## src/rtl/param_counter.sv

```systemverilog
// Parameterised modulo up/down counter. It supports a synchronous clear, a parallel
// load and a choice of wrap or saturate at the ends of the count range.
module param_counter #(
    parameter int     WIDTH    = 8,
    parameter longint MODULUS  = 256,
    parameter bit     SATURATE = 1'b0
) (
    input  logic             CLK,
    input  logic             Clear,
    input  logic             D,
    input  logic             Up,
    input  logic             Load,
    input  logic [WIDTH-1:0] Din,
    input  logic             Sync_clr,
    output logic [WIDTH-1:0] Q,
    output logic             TC,
    output logic             Wrap,
    output logic             Sat
);

    // MODULUS can be 2^WIDTH. The top value therefore fits in WIDTH bits, and every
    // comparison below stays WIDTH-bit wide.
    localparam logic [WIDTH-1:0] MAX = WIDTH'(MODULUS - 1);

    logic             at_top;
    logic             at_bot;
    logic [WIDTH-1:0] load_val;

    assign at_top   = (Q == MAX);
    assign at_bot   = (Q == '0);
    assign load_val = (Din > MAX) ? MAX : Din;

    // Terminal count looks only at enable, direction and Q. It ignores Load and Sync_clr.
    assign TC = D && (Up ? at_top : at_bot);

    // NOTE: state registers use non-blocking assignments. Every flop then samples
    // pre-edge values, whatever order the statements are written in.
    always_ff @(posedge CLK or negedge Clear) begin
        if (!Clear) begin
            Q    <= '0;
            Wrap <= 1'b0;
            Sat  <= 1'b0;
        end else if (Sync_clr) begin
            Q    <= '0;
            Wrap <= 1'b0;
            Sat  <= 1'b0;
        end else if (Load) begin
            Q    <= load_val;
            Wrap <= 1'b0;
            Sat  <= 1'b0;
        end else if (D) begin
            if (Up ? at_top : at_bot) begin
                if (SATURATE) begin
                    Wrap <= 1'b0;
                    Sat  <= 1'b1;
                end else begin
                    Q    <= Up ? '0 : MAX;
                    Wrap <= 1'b1;
                    Sat  <= 1'b0;
                end
            end else begin
                Q    <= Up ? Q + WIDTH'(1) : Q - WIDTH'(1);
                Wrap <= 1'b0;
                Sat  <= 1'b0;
            end
        end else begin
            // When idle, Wrap clears and Sat keeps the result of the last enabled step.
            Wrap <= 1'b0;
        end
    end

endmodule

```

## config.mk

```make
export PLATFORM = sky130hd
export DESIGN_NAME = param_counter
export DESIGN_NICKNAME = d
export VERILOG_FILES = /design/src/rtl/param_counter.sv
export SDC_FILE = /design/constraint.sdc
export NUM_CORES = 1
export LEC_CHECK = 0
export CELL_PAD_IN_SITES_DETAIL_PLACEMENT = 1
export CELL_PAD_IN_SITES_GLOBAL_PLACEMENT = 2
export CORE_MARGIN = 5
export CORE_UTILIZATION = 29
export DETAILED_ROUTE_END_ITERATION = 16
export HOLD_SLACK_MARGIN = 0.06
export PLACE_DENSITY_LB_ADDON = 0.1
export SYNTH_ARGS = -nofsm -noshare
export SYNTH_HDL_FRONTEND = slang
export SYNTH_SLANG_ARGS = --single-unit
```

## constraint.sdc

```tcl
create_clock -name CLK -period 3.6 [get_ports CLK]
set_input_delay 0.36 -clock CLK [delete_from_list [all_inputs] [get_ports CLK]]
set_output_delay 0.36 -clock CLK [all_outputs]
set_load 0.05 [all_outputs]
```

Yosys cells after proc, flatten, opt, wreduce, memory -nomap -nowiden
Cells that the tools add are included.
{"block": "classes", "n_mux": 15, "reduce_logical": 3, "n_eq_ne": 1, "bitwise_logic": 0, "multipliers": 0, "n_div": 0, "n_lt_le_gt_ge": 1, "n_shift": 0, "add_sub_neg": 2}
{"op": "$mux W8", "count": 7}
{"op": "$add A8 B1 Y8 const B", "count": 1}
{"op": "$eq A8 B8 Y1 const B", "count": 1}
{"op": "$gt A8 B8 Y1 const B", "count": 1}
{"op": "$logic_not A8 Y1", "count": 1}
{"op": "$mux W1", "count": 8}
{"op": "$sub A8 B1 Y8 const B", "count": 1}
{"op": "$reduce_bool A3 Y1", "count": 1}
{"op": "$logic_and A1 B1 Y1", "count": 1}
{"block": "totals", "ramBits": 0, "mem_count": 0, "output_inout_bits": 11, "input_bits": 14, "latch_bits": 0, "regBits": 10, "rom_bits": 0, "word_cells": 25}

Longest topological paths before layout
{"block": "logic_depth", "ltp_word": 6, "depth_mapped": 8, "mapped_depth_nobuf": 7}

Least setup slack after synthesis
OpenSTA, ideal clock, no wires.
{"block": "synth_path", "path_kind": "flip-flop to output port", "from": "register Q[4]", "to": "output TC", "path_stages_with_launch": 5, "setup_slack_ns": 1.022, "arrival_ns": 2.218, "required_time_ns": 3.240, "path_buffers": 0, "cell_sequence": "dfrtp_1 or4_4 nor3_4 a21oi_1 nor2b_1"}
{"block": "synth_via", "elab_chain_len": 3, "elab_cells_between_ends": 4, "classes_between": "eq/ne (1); mux (1); reduce/logical (2)"}
{"item": "from (decl)", "line_no": "15", "rtl": "output logic [WIDTH-1:0] Q,"}
{"item": "from (signal assigned)", "line_no": "48", "rtl": "Q <= load_val;"}
{"item": "from (signal assigned)", "line_no": "57", "rtl": "Q <= Up ? '0 : MAX;"}
{"item": "from (signal assigned)", "line_no": "62", "rtl": "Q <= Up ? Q + WIDTH'(1) : Q - WIDTH'(1);"}
{"item": "$eq A8 B8 Y1 / $logic_not A8 Y1 (equally long branches)", "line_no": "29, 30"}
{"item": "$mux W1 (*)", "line_no": "34", "rtl": "assign TC = D && (Up ? at_top : at_bot);"}
{"item": "$logic_and A1 B1 Y1 (*)", "line_no": "34"}
{"item": "to (decl)", "line_no": "16", "rtl": "output logic TC,"}
Every way passes the cells marked *; elsewhere a longest branch is shown, timed or not.

Final worst setup path
{"block": "layout_path", "from": "input Up", "to": "output TC"}
{"block": "layout_via", "elab_chain_len": 2}
{"item": "from (decl)", "line_no": "11", "rtl": "input logic Up,"}
{"item": "$mux W1", "line_no": "34"}
{"item": "$logic_and A1 B1 Y1", "line_no": "34"}
No other way between the ends.

==> summary.md <==
| Metric | Value |
|---|---|
| Share of synthesized flip-flops with an asynchronous set or reset | `100%` |
| Wire length of the first global-routing pass | `4570 microns` |
| FF+latch count, synth | `9` |
| LEAKAGE | `between 0.4 and 0.5 nW` |
| Layout area overhead | `31.5%` |
| Initial antenna violation count | `0` |
| Die Footprint | `about 4200 sq um` |
| Post-CTS setup buffers | `0` |
| Critical Path RT | `approximately 3.2 ns` |
| Mapped Area | `870 sq um` |
| Min-Delay Path Class | `in2async` |
| TritonCTS clock tree | `built` |
| # diodes | `0` |
| Clock root cell | `clkbuf_4` |
| Multiplexer share of the synthesized area | `under 10%` |
| Synth unique cells | `38` |
| Total GRT Usage | `~14%` |
| Max Fclk | `~330 MHz` |
| Unrepaired setup endpoints after global routing | `no` |
| Antenna Nets Post-Route | `0` |
| Post-synthesis xor/xnor area fraction | `between 4 and 5%` |
| Crit path DAT | `about 2.7 ns` |
| Avg WL per Cell | `between 15 and 20 microns` |
| Fin nets | `147` |
| Post-DR vias/cell | `about 5.5` |
| Area of the multi-input gates | `601 sq um` |
| Worst Reg-to-Reg Cells | `7` |
| EDFF count, synth | `0` |
| Synth area leader | `dfrtp_1` |
| CTS Hold Bufs | `0` |
| Adder-cell share of the synthesized area | `10.9%` |
| Sequential-to-total area share from yosys stat | `around 26%` |
| Final Hold Vio Count | `0` |
| Vias in the first global route | `roughly 950` |
| Synth Warn # | `0` |
| Syn_nets | `between 100 and 150` |
| Rows | `19` |
| Sinks on Clock Net | `9` |
| Post-Syn Instances | `102` |
| Initial DRT Pass Iterations | `4` |
| Worst-margin pin slew | `0.503 ns` |
| Max H-tree Level | `1` |
| Avg Cell Area, Syn | `8.53 sq um` |
| Min Tclk post-route | `between 3 and 4 ns` |
| Leading cell types by total area after synthesis | `dfrtp_1 (26%), ha_1 (8.6%), o21ai_0 (5.2%)` |
| Max transition margin | `about two thirds` |
| Most frequent cells after synthesis | `dfrtp_1 (9), o21ai_0 (9), a21oi_1 (8)` |
| PostCTS Resize Cnt | `0` |
| Max-cap violations | `0` |
| Gr ovfl total | `0` |
| Pre-CTS WS | `roughly 0.55 ns` |
| DR iter-0 viols | `44` |
| Pwr Density | `about 350 nW/um^2` |
| Clock tree buffer depth | `2` |
| Worst Skew | `0.000436 ns` |
| Filler Cell Count | `350` |
| Setup TNS | `0 ns` |
| Startpoint Class | `input port` |
| Total CTS buffers | `3` |
| Crit Path Class | `in2out` |
| Final Cycle Share | `between 80 and 90%` |
| Reg-to-Reg End | `Q[6]$_DFFE_PN0P_` |
| GPL Wtd Cong | `0.763` |
| Storage cell area | `approximately 230 sq um` |
| Slew Limit Fails | `0` |
| I/O pins | `25` |
| Core area | `2810 sq um` |
| DRC Markers | `0` |
| Prevailing post-synth register cell | `dfrtp_1` |
| Post-synthesis compound-gate area fraction | `between 20% and 30%` |
| Peak fanout along the critical path | `6` |
| Die Ht | `~65 microns` |
| Largest family of logic cells by synthesized area | `compound AO/OA/AOI/OAI gates` |
| Largest net degree at the start of global routing | `11` |
| Worst-path clk slew | `0.06 ns` |
| Layout cells sized above 1 | `around 11%` |
| Critical Path End Type | `primary output` |
| VDD IR max | `between 200 and 250 uV` |
| Share of the synthesized area in the top cell type | `about a quarter` |
| Vias | `860` |
| FF-to-FF Start | `Q[0]$_DFFE_PN0P_` |
| Status | `complete, no violations` |
| Initial core utilization | `a little under a third` |
| Setup-failing EPs final | `0` |
| Reg2Reg Setup Slack | `1.52 ns` |
| Port buffer count | `23` |
| Die W | `about 65 microns` |
| Clock latency on the worst-skew pair | `0.27 ns` |
| Post-DP HPWL | `~2200 microns` |
| Final setup margin | `between 0.5 and 0.6 ns` |
| Simple-gate area share of the yosys netlist | `between 20% and 30%` |
| Drt total wl | `around 2700 microns` |
## worst max-delay path, cell delays in order
cell and delay (ns):
clkdlybuf4s50_1 0.51, or4_4 0.48, nor3_4 0.29, a21oi_1 0.10, nor2b_1 0.13, clkdlybuf4s50_1 0.81
## power by group
group	switching, mW	leakage, nW	internal [mW]	total [mW]
logic	0.113	0.347	0.0833	0.196
registers	0.0179	0.118	0.110	0.128
clock network	0.0380	0.0150	0.0429	0.0809
total	0.169	0.480	0.236	0.405
## flip-flops by register name, summed over array words and instances (netlist names)
register	flops
Q	8
Wrap	1
## how the worst max path moves through the flow
stage / from / endpoint / slack (ns) / depth (start not counted)
after floorplan: Q[4]$_DFFE_PN0P_ / TC / 1.02 / 4
after global placement: Up / TC / 0.57 / 6
after detailed placement: Up / TC / 0.55 / 6
after CTS: Up / TC / 0.51 / 6
after global routing: Up / TC / 0.37 / 6
final: Up / TC / 0.55 / 6
## final cells by class
class	count	area share, %
Multi-Input combinational cell	83	52.5
Timing Repair Buffer	23	20.1
Sequential cell	9	19.7
Tap cell	31	3.39
Clock buffer	4	2.30
Inverter	6	1.97
## routing by layer
metal	routed length (microns)	part of all wire, %	global-route usage, %
met1	1340	50	19.3
met3	81	3.0	1.38
met2	1220	45	22.7
met4	40	1.5	4.75
met5	0	0	0
## per-stage QoR
step	total power [mW]	util, %	std cells	hold WS, ns	cell area [sq um]
after global routing	0.437	40.8	156	0.422	1140
after CTS	0.411	40.8	156	0.415	1140
after detailed placement	0.327	39.8	152	0.627	1120
after floorplan	0.260	-	102	0.0644	870
final	0.405	40.8	156	0.398	1140
after global placement	0.324	39.8	152	0.608	1120
## cell families after synthesis
kind of cell    after synthesis
mux                           2
fa+ha+maj                     7
simple gates                 35
compound gates               34
xor+xnor                      4
buf+inv                      10
flops                         9
other cells                   1
## cells in the final DEF, fill, tap and decap left out, types with 3 or more instances in the layout
master | Yosys | final
clkdlybuf4s50_1 | 0 | 23
o21ai_0 | 9 | 9
nor3_1 | 4 | 4
ha_1 | 6 | 6
a21oi_1 | 8 | 8
a211o_1 | 3 | 3
clkbuf_4 | 0 | 3
nand2_1 | 6 | 6
nor2b_1 | 3 | 3
dfrtp_1 | 9 | 9
inv_1 | 6 | 6
xor2_1 | 3 | 3
or2_2 | 4 | 4
nor2_1 | 6 | 6
nand2b_1 | 3 | 3
Power figures use the tool's default switching activity.
